==> src/rtl/itype_control_unit_pkg.sv <==
// Shared definitions for the I-type issue/control engine.
//   - opcode values for the supported I-type instructions (match the ALU)
//   - FSM state encoding
//   - exception codes reported alongside retire
//   - helpers for opcode legality and immediate extension
package itype_control_unit_pkg;

    localparam logic [5:0] OP_BEQ   = 6'h04;
    localparam logic [5:0] OP_BNE   = 6'h05;
    localparam logic [5:0] OP_ADDI  = 6'h08;
    localparam logic [5:0] OP_ADDIU = 6'h09;
    localparam logic [5:0] OP_SLTI  = 6'h0A;
    localparam logic [5:0] OP_SLTIU = 6'h0B;
    localparam logic [5:0] OP_ANDI  = 6'h0C;
    localparam logic [5:0] OP_ORI   = 6'h0D;
    localparam logic [5:0] OP_LUI   = 6'h0F;
    localparam logic [5:0] OP_LW    = 6'h23;
    localparam logic [5:0] OP_SW    = 6'h2B;

    localparam logic [1:0] EXC_OK       = 2'd0;
    localparam logic [1:0] EXC_ILLEGAL  = 2'd1;
    localparam logic [1:0] EXC_OVERFLOW = 2'd2;
    localparam logic [1:0] EXC_BUS_TMO  = 2'd3;

    typedef enum logic [2:0] {
        ST_FETCH  = 3'd0,
        ST_DECODE = 3'd1,
        ST_EXEC   = 3'd2,
        ST_MEM    = 3'd3,
        ST_WB     = 3'd4
    } state_t;

    function automatic logic is_legal(input logic [5:0] op);
        logic legal;
        case (op)
            OP_ADDI, OP_ADDIU, OP_ANDI, OP_ORI, OP_LUI, OP_SLTI,
            OP_SLTIU, OP_BEQ, OP_BNE, OP_LW, OP_SW: legal = 1'b1;
            default:                                  legal = 1'b0;
        endcase
        return legal;
    endfunction

    // Logical immediates are zero-extended, LUI places the field in the
    // upper half, everything else (arith, compare, branch, load/store)
    // is sign-extended.
    function automatic logic [31:0] extend_imm(input logic [5:0] op,
                                               input logic [15:0] imm);
        logic [31:0] ext;
        case (op)
            OP_ANDI, OP_ORI: ext = {16'h0000, imm};
            OP_LUI:          ext = {imm, 16'h0000};
            default:         ext = {{16{imm[15]}}, imm};
        endcase
        return ext;
    endfunction

endpackage

==> src/rtl/itype_regfile.sv <==
// 32 x 32-bit register file for the I-type control engine.
//   clk, reset        : clock, asynchronous active-high clear of all registers
//   rs_addr/rs_data   : asynchronous read port A
//   rt_addr/rt_data   : asynchronous read port B
//   we/wr_addr/wr_data: synchronous write port (writes to $0 are dropped)
module itype_regfile (
    input  logic        clk,
    input  logic        reset,
    input  logic [4:0]  rs_addr,
    output logic [31:0] rs_data,
    input  logic [4:0]  rt_addr,
    output logic [31:0] rt_data,
    input  logic        we,
    input  logic [4:0]  wr_addr,
    input  logic [31:0] wr_data
);

    logic [31:0] regs [32];

    always_ff @(posedge clk or posedge reset) begin
        if (reset) begin
            for (int i = 0; i < 32; i++) begin
                regs[i] <= '0;
            end
        end else if (we && (wr_addr != 5'd0)) begin
            regs[wr_addr] <= wr_data;
        end
    end

    // $0 is hard-wired to zero regardless of array contents.
    assign rs_data = (rs_addr == 5'd0) ? 32'h0 : regs[rs_addr];
    assign rt_data = (rt_addr == 5'd0) ? 32'h0 : regs[rt_addr];

endmodule

==> src/rtl/itype_control_unit.sv <==
// Multi-cycle issue/control engine driving an external I-type ALU.
// One instruction in flight: FETCH -> DECODE -> EXEC -> {MEM} -> {WB} -> FETCH.
//   clk, reset           : clock, asynchronous active-high reset
//   instr_valid/instr/instr_ready : instruction handshake (ready only in FETCH)
//   pc                   : address of the instruction being / next fetched
//   alu_opcode/rs/rt/imm : registered operands presented to the ALU during EXEC
//   alu_result/zero/overflow : combinational ALU response, sampled end of EXEC
//   mem_req/we/addr/wdata, mem_rdata/mem_ack : data memory port for LW/SW
//   retire/exc_code      : one-cycle completion pulse with exception code
module itype_control_unit
    import itype_control_unit_pkg::*;
#(
    parameter logic [31:0] RESET_PC    = 32'h0000_0000,
    parameter int unsigned MEM_TIMEOUT = 16
) (
    input  logic        clk,
    input  logic        reset,
    input  logic        instr_valid,
    input  logic [31:0] instr,
    output logic        instr_ready,
    output logic [31:0] pc,
    output logic [5:0]  alu_opcode,
    output logic [31:0] alu_rs,
    output logic [31:0] alu_rt,
    output logic [31:0] alu_imm,
    input  logic [31:0] alu_result,
    input  logic        alu_zero,
    input  logic        alu_overflow,
    output logic        mem_req,
    output logic        mem_we,
    output logic [31:0] mem_addr,
    output logic [31:0] mem_wdata,
    input  logic [31:0] mem_rdata,
    input  logic        mem_ack,
    output logic        retire,
    output logic [1:0]  exc_code
);

    localparam int CNT_W = (MEM_TIMEOUT > 1) ? $clog2(MEM_TIMEOUT) : 1;
    localparam logic [CNT_W-1:0] CNT_LAST = CNT_W'(MEM_TIMEOUT - 1);

    state_t            state;
    state_t            state_next;
    logic [31:0]       ir;
    logic [31:0]       pc_next;
    logic              started;
    logic [31:0]       wb_data;
    logic [CNT_W-1:0]  wait_cnt;
    logic              rf_we;
    logic [31:0]       rd_rs;
    logic [31:0]       rd_rt;

    logic [5:0]  op;
    logic [4:0]  rs_idx;
    logic [4:0]  rt_idx;
    logic [15:0] imm16;
    logic [31:0] pc_plus4;
    logic [31:0] branch_target;
    logic        branch_taken;

    assign op       = ir[31:26];
    assign rs_idx   = ir[25:21];
    assign rt_idx   = ir[20:16];
    assign imm16    = ir[15:0];
    assign pc_plus4 = pc + 32'd4;

    // alu_imm already holds the sign-extended branch offset during EXEC.
    assign branch_target = pc_plus4 + {alu_imm[29:0], 2'b00};
    assign branch_taken  = (op == OP_BEQ) ? alu_zero : !alu_zero;

    itype_regfile u_regfile (
        .clk     (clk),
        .reset   (reset),
        .rs_addr (rs_idx),
        .rs_data (rd_rs),
        .rt_addr (rt_idx),
        .rt_data (rd_rt),
        .we      (rf_we),
        .wr_addr (rt_idx),
        .wr_data (wb_data)
    );

    always_ff @(posedge clk or posedge reset) begin
        if (reset) begin
            state <= ST_FETCH;
            pc    <= RESET_PC;
        end else begin
            state <= state_next;
            pc    <= pc_next;
        end
    end

    // Datapath registers: IR on handshake, ALU operands at end of DECODE so
    // they are stable for all of EXEC, result/address/store data at end of
    // EXEC, load data on ack. 'started' holds instr_ready low until the
    // first clock edge after reset.
    always_ff @(posedge clk or posedge reset) begin
        if (reset) begin
            started    <= 1'b0;
            ir         <= '0;
            alu_opcode <= '0;
            alu_rs     <= '0;
            alu_rt     <= '0;
            alu_imm    <= '0;
            mem_addr   <= '0;
            mem_wdata  <= '0;
            wb_data    <= '0;
            wait_cnt   <= '0;
        end else begin
            started <= 1'b1;
            if (instr_ready && instr_valid) begin
                ir <= instr;
            end
            if (state == ST_DECODE) begin
                alu_opcode <= op;
                alu_rs     <= rd_rs;
                alu_rt     <= rd_rt;
                alu_imm    <= extend_imm(op, imm16);
            end
            if (state == ST_EXEC) begin
                mem_addr  <= alu_result;
                mem_wdata <= alu_rt;
                wb_data   <= alu_result;
                wait_cnt  <= '0;
            end
            if (state == ST_MEM) begin
                wait_cnt <= wait_cnt + CNT_W'(1);
                if (mem_ack) begin
                    wb_data <= mem_rdata;
                end
            end
        end
    end

    // Next-state, PC update and control outputs. Early-terminating paths
    // (illegal opcode, branches, ADDI overflow, SW ack, bus timeout) retire
    // directly from their state and return to FETCH.
    always_comb begin
        state_next  = state;
        pc_next     = pc;
        instr_ready = 1'b0;
        mem_req     = 1'b0;
        mem_we      = 1'b0;
        rf_we       = 1'b0;
        retire      = 1'b0;
        exc_code    = EXC_OK;

        case (state)
            ST_FETCH: begin
                instr_ready = started;
                if (started && instr_valid) begin
                    state_next = ST_DECODE;
                end
            end

            ST_DECODE: begin
                if (!is_legal(op)) begin
                    retire     = 1'b1;
                    exc_code   = EXC_ILLEGAL;
                    pc_next    = pc_plus4;
                    state_next = ST_FETCH;
                end else begin
                    state_next = ST_EXEC;
                end
            end

            ST_EXEC: begin
                if ((op == OP_BEQ) || (op == OP_BNE)) begin
                    retire     = 1'b1;
                    pc_next    = branch_taken ? branch_target : pc_plus4;
                    state_next = ST_FETCH;
                end else if ((op == OP_ADDI) && alu_overflow) begin
                    retire     = 1'b1;
                    exc_code   = EXC_OVERFLOW;
                    pc_next    = pc_plus4;
                    state_next = ST_FETCH;
                end else if ((op == OP_LW) || (op == OP_SW)) begin
                    state_next = ST_MEM;
                end else begin
                    state_next = ST_WB;
                end
            end

            ST_MEM: begin
                mem_req = 1'b1;
                mem_we  = (op == OP_SW);
                if (mem_ack) begin
                    if (op == OP_SW) begin
                        retire     = 1'b1;
                        pc_next    = pc_plus4;
                        state_next = ST_FETCH;
                    end else begin
                        state_next = ST_WB;
                    end
                end else if (wait_cnt == CNT_LAST) begin
                    retire     = 1'b1;
                    exc_code   = EXC_BUS_TMO;
                    pc_next    = pc_plus4;
                    state_next = ST_FETCH;
                end
            end

            ST_WB: begin
                rf_we      = 1'b1;
                retire     = 1'b1;
                pc_next    = pc_plus4;
                state_next = ST_FETCH;
            end

            default: begin
                state_next = ST_FETCH;
            end
        endcase
    end

endmodule
==> config.mk <==
export PLATFORM = sky130hd
export DESIGN_NAME = itype_control_unit
export DESIGN_NICKNAME = d
export VERILOG_FILES = /design/src/rtl/itype_control_unit_pkg.sv /design/src/rtl/itype_regfile.sv /design/src/rtl/itype_control_unit.sv
export SDC_FILE = /design/constraint.sdc
export NUM_CORES = 2
export LEC_CHECK = 0
export ABC_AREA = 0
export CAP_MARGIN = 20
export CELL_PAD_IN_SITES_DETAIL_PLACEMENT = 0
export CELL_PAD_IN_SITES_GLOBAL_PLACEMENT = 2
export CORE_ASPECT_RATIO = 1.5
export CORE_UTILIZATION = 40
export CTS_CLUSTER_SIZE = 30
export DETAILED_ROUTE_END_ITERATION = 10
export GPL_TIMING_DRIVEN = 0
export HOLD_SLACK_MARGIN = 0.1
export PLACE_DENSITY_LB_ADDON = 0.1
export SETUP_SLACK_MARGIN = 0.5
export SYNTH_ARGS = -nofsm -noshare
export SYNTH_HDL_FRONTEND = slang
export SYNTH_HIERARCHICAL = 1
export SYNTH_SLANG_ARGS = --single-unit
export TNS_END_PERCENT = 10
==> constraint.sdc <==
create_clock -name clk -period 50.3 [get_ports clk]
set_input_delay 5.03 -clock clk [delete_from_list [all_inputs] [get_ports clk]]
set_output_delay 5.03 -clock clk [all_outputs]
set_load 0.005 [all_outputs]
==> results.py <==
metrics = {
    "drt": {
        "vias_per_cell": 6.246,
        "finalWirelength_mm": 297.4,
        "first_pass_iters": 6,
        "avgRoutedWirePerCell_um": 37.86,
        "drc_errors": 0,
        "ant_nets": 0,
        "drt-initial-drc-count": 4601,
        "num_vias": 49065,
    },
    "global_route": {
        "grt.overflow.total": 0,
        "antenna_found_initial": 13,
        "grt_pass1_wl_mm": 409.7,
        "grt_max_degree": 126,
        "grt.total_usage": 0.3458,
        "grt_pass1_vias": 49976,
    },
    "placed_design": {
        "hpwl_mm": 222.1,
        "gp_congestion": 0.9642,
        "port_buffers": 303,
        "placed_cell_area_um2": 74520,
    },
    "worst_setup_path": {
        "cpPeakStageDelay_ns": 0.66,
        "cp-end-kind": "output port",
        "critPathTopFamily": "buffers and inverters",
        "crit_fanout": 10,
        "criticalPathCategory": "input port to output port",
        "critPathLaunchType": "input port",
        "crit_required_ns": 45.27,
        "critical_path_arrival_ns": 8.38,
        "crit_buf_inv": 6,
        "timing.critical_path.cells": "clkdlybuf4s50_1, nor4b_1, nand3b_1, a21oi_1, nor3b_2, buf_8, inv_1, clkbuf_1, clkbuf_1, clkdlybuf4s50_1",
        "crit_slowest_cell": "clkbuf_1",
    },
    "clock_tree": {
        "cts_resized": 0,
        "cts_setup_buffers": 0,
        "clk_path_buf_depth": 3,
        "numCtsBuffers": 140,
        "clock_sinks": 1292,
        "clock-root-buffer": "clkbuf_16",
        "htree_levels": 4,
        "cts_tree": "yes",
        "worstSkewPairLatency_ns": 0.83,
        "clkSlewWorstSetupHoldPaths_ns": 0.06,
        "cts.hold.buffers_added": 0,
    },
    "timing": {
        "finalSetupViolCount": 0,
        "tightest_slew_ns": 1.219,
        "fin_worst_skew_ns": 0.03104,
        "period_needed_ns": 13.41,
        "max_freq_ghz": 0.07458,
        "hold_violations": 0,
        "period_share": 0.2666,
        "slew_violations": 0,
        "grt_setup_unrepaired": "false",
        "finalSetupTns_ns": 0,
        "slew_headroom": 0.1876,
    },
    "final_layout": {
        "mostFrequentLayoutCells": "1292 x dfrtp_1, 1045 x mux2_2, 556 x nand2_1",
        "final_common_cell": "dfrtp_1",
        "final_nets": 5642,
        "final_area_um2": 79240,
        "areaGrowthSynthToFinish_pct": 16.71,
        "drive_above_1_share": 0.3468,
    },
    "synth": {
        "ys.flop_type": "dfrtp_1",
        "ys_seq_elements": 1292,
        "synth_top_area_frac": 0.4762,
        "ys_seq_area_frac": 0.4762,
        "synth.area.top_cells": "dfrtp_1 48%, mux2_2 17%, mux4_2 12%",
        "yosysUniqueCellTypes": 75,
        "syn-cell-area_um2": 67900,
        "syn_inst": 5012,
        "yosys_warnings": 6,
        "synth_edf_count": 0,
        "synth_area_per_cell_um2": 13.55,
        "async_reset_ff_frac": 1.000,
        "synth_top_area_cell": "dfrtp_1",
    },
    "power": {
        "p_sw_frac": 0.4140,
        "power_per_cell_area_nw_per_um2": 53.87,
        "clkPwrFrac": 0.253,
        "combPwrFrac": 0.416,
        "p_sw_uw": 1767,
        "p_leak_uw": 0.03698,
        "internal-power_uw": 2501,
        "ir_worst_vdd_uv": 42.72,
        "seqPwrFrac": 0.331,
    },
    "floorplan": {
        "core_region_area_um2": 168100,
        "fp.dieW_um": 338.4,
        "die_area_um2": 171400,
        "die_h_um": 506.6,
        "num_rows": 184,
        "start_util": 0.4040,
        "io_pins": 306,
    },
    "outcome": {
        "status": "finished, final reports clean",
    },
    "flow_run": {
        "max_cap_viol_count": 0,
    },
    "hold_path": {
        "min_path_type": "flip-flop to flip-flop",
    },
}
Yosys cell counts, drive strengths merged, types with 9 or more instances:
library cell / n
a211oi: 68
a21o: 20
a21oi: 54
a221o: 16
a221oi: 48
a22o: 18
a22oi: 66
a311oi: 64
a31oi: 37
and2: 11
and3: 14
buf: 263
clkbuf: 231
dfrtp: 1292
ha: 38
inv: 18
mux2: 1089
mux2i: 132
mux4: 448
nand2: 556
nand2b: 9
nand3: 26
nand4: 11
nor2: 107
nor2b: 71
nor3: 13
o2111ai: 19
o21ai: 153
xnor2: 29
xor2: 18
path summary, 6_finish.rpt:
check / start / endpoint / slack (ns) / cells past startpoint
setup / recovery: alu_overflow / retire / 36.89 / 10
hold / removal: pc[31]$_DFFE_PP0P_ / pc[31]$_DFFE_PP0P_ / 0.47 / 1
setup reg to reg: pc[4]$_DFFE_PP0P_ / pc[30]$_DFFE_PP0P_ / 45.28 / 17
hold reg to reg: pc[31]$_DFFE_PP0P_ / pc[31]$_DFFE_PP0P_ / 0.47 / 1
max in group asynchronous: reset / u_regfile/regs[647]$_DFFE_PP0P_ / 43.12 / 5
min in group asynchronous: reset / u_regfile/regs[248]$_DFFE_PP0P_ / 4.83 / 2
per-layer routing:
layer / vias to the layer above / wire, um / share of wire / track usage
li1: 19841 / - / - / -
met1: 26059 / 110800 / 0.37 / 0.4093
met2: 2341 / 143700 / 0.48 / 0.5732
met3: 818 / 19660 / 0.066 / 0.06340
met4: 6 / 23270 / 0.078 / 0.2350
met5: - / 34 / 0.00011 / 0
cells by family (layout without fill, tap and decap cells):
logic type      count (synthesis)  count (layout)  synth area share
compound gates                595             595           0.06120
xor+xnor                       47              47          0.006063
fa+ha+maj                      39              39          0.007298
buf+inv                       512            1111           0.04017
flops                        1292            1292            0.4762
mux                          1669            1669            0.3540
other cells                     2              15         0.0001106
simple gates                  856             856           0.05493
area by class of cell:
class / count / area (um2)
Fill cell: 15335 / 88820
Timing Repair Buffer: 346 / 3790
Clock inverter: 43 / 445.4
Antenna cell: 12 / 30.03
Inverter: 18 / 82.58
Multi-Input combinational cell: 3209 / 32860
Sequential cell: 1292 / 32330
Clock buffer: 210 / 4247
Tap cell: 2232 / 2793
Buffer: 494 / 2665
power groups by stage:
stage / registers, uW / clock network (uW) / logic, uW
final: 1410 / 1080 / 1780
after global routing: 1440 / 1130 / 1830
after CTS: 1410 / 1100 / 1750
after detailed placement: 1430 / 0 / 1740
after global placement: 1420 / 0 / 1710
after floorplan: 1350 / 0 / 911
registers in the layout, indices dropped and copies added (netlist names):
name and cells:
pc 30, ir 32, state 3, started 1
alu_imm 32, wait_cnt 4, u_regfile/regs 1024, alu_rt 32
mem_wdata 32, mem_addr 32, alu_rs 32, alu_opcode 6
wb_data 32
stage by stage:
stage          setup WS, ns  hold WS (ns)  power, uW  instances    util
4_1_cts               36.86        0.4756       4255       7844  0.4713
6_report              36.89        0.4695       4268       7856  0.4715
3_3_place_gp          2.997        0.4521       3134       7548  0.4387
3_5_place_dp          36.88        0.4615       3170       7591  0.4434
5_1_grt               36.68        0.4867       4398       7845  0.4713
2_1_floorplan         16.45        0.4385       2262       5013       -
No activity file was read; power rests on OpenSTA's default activity.
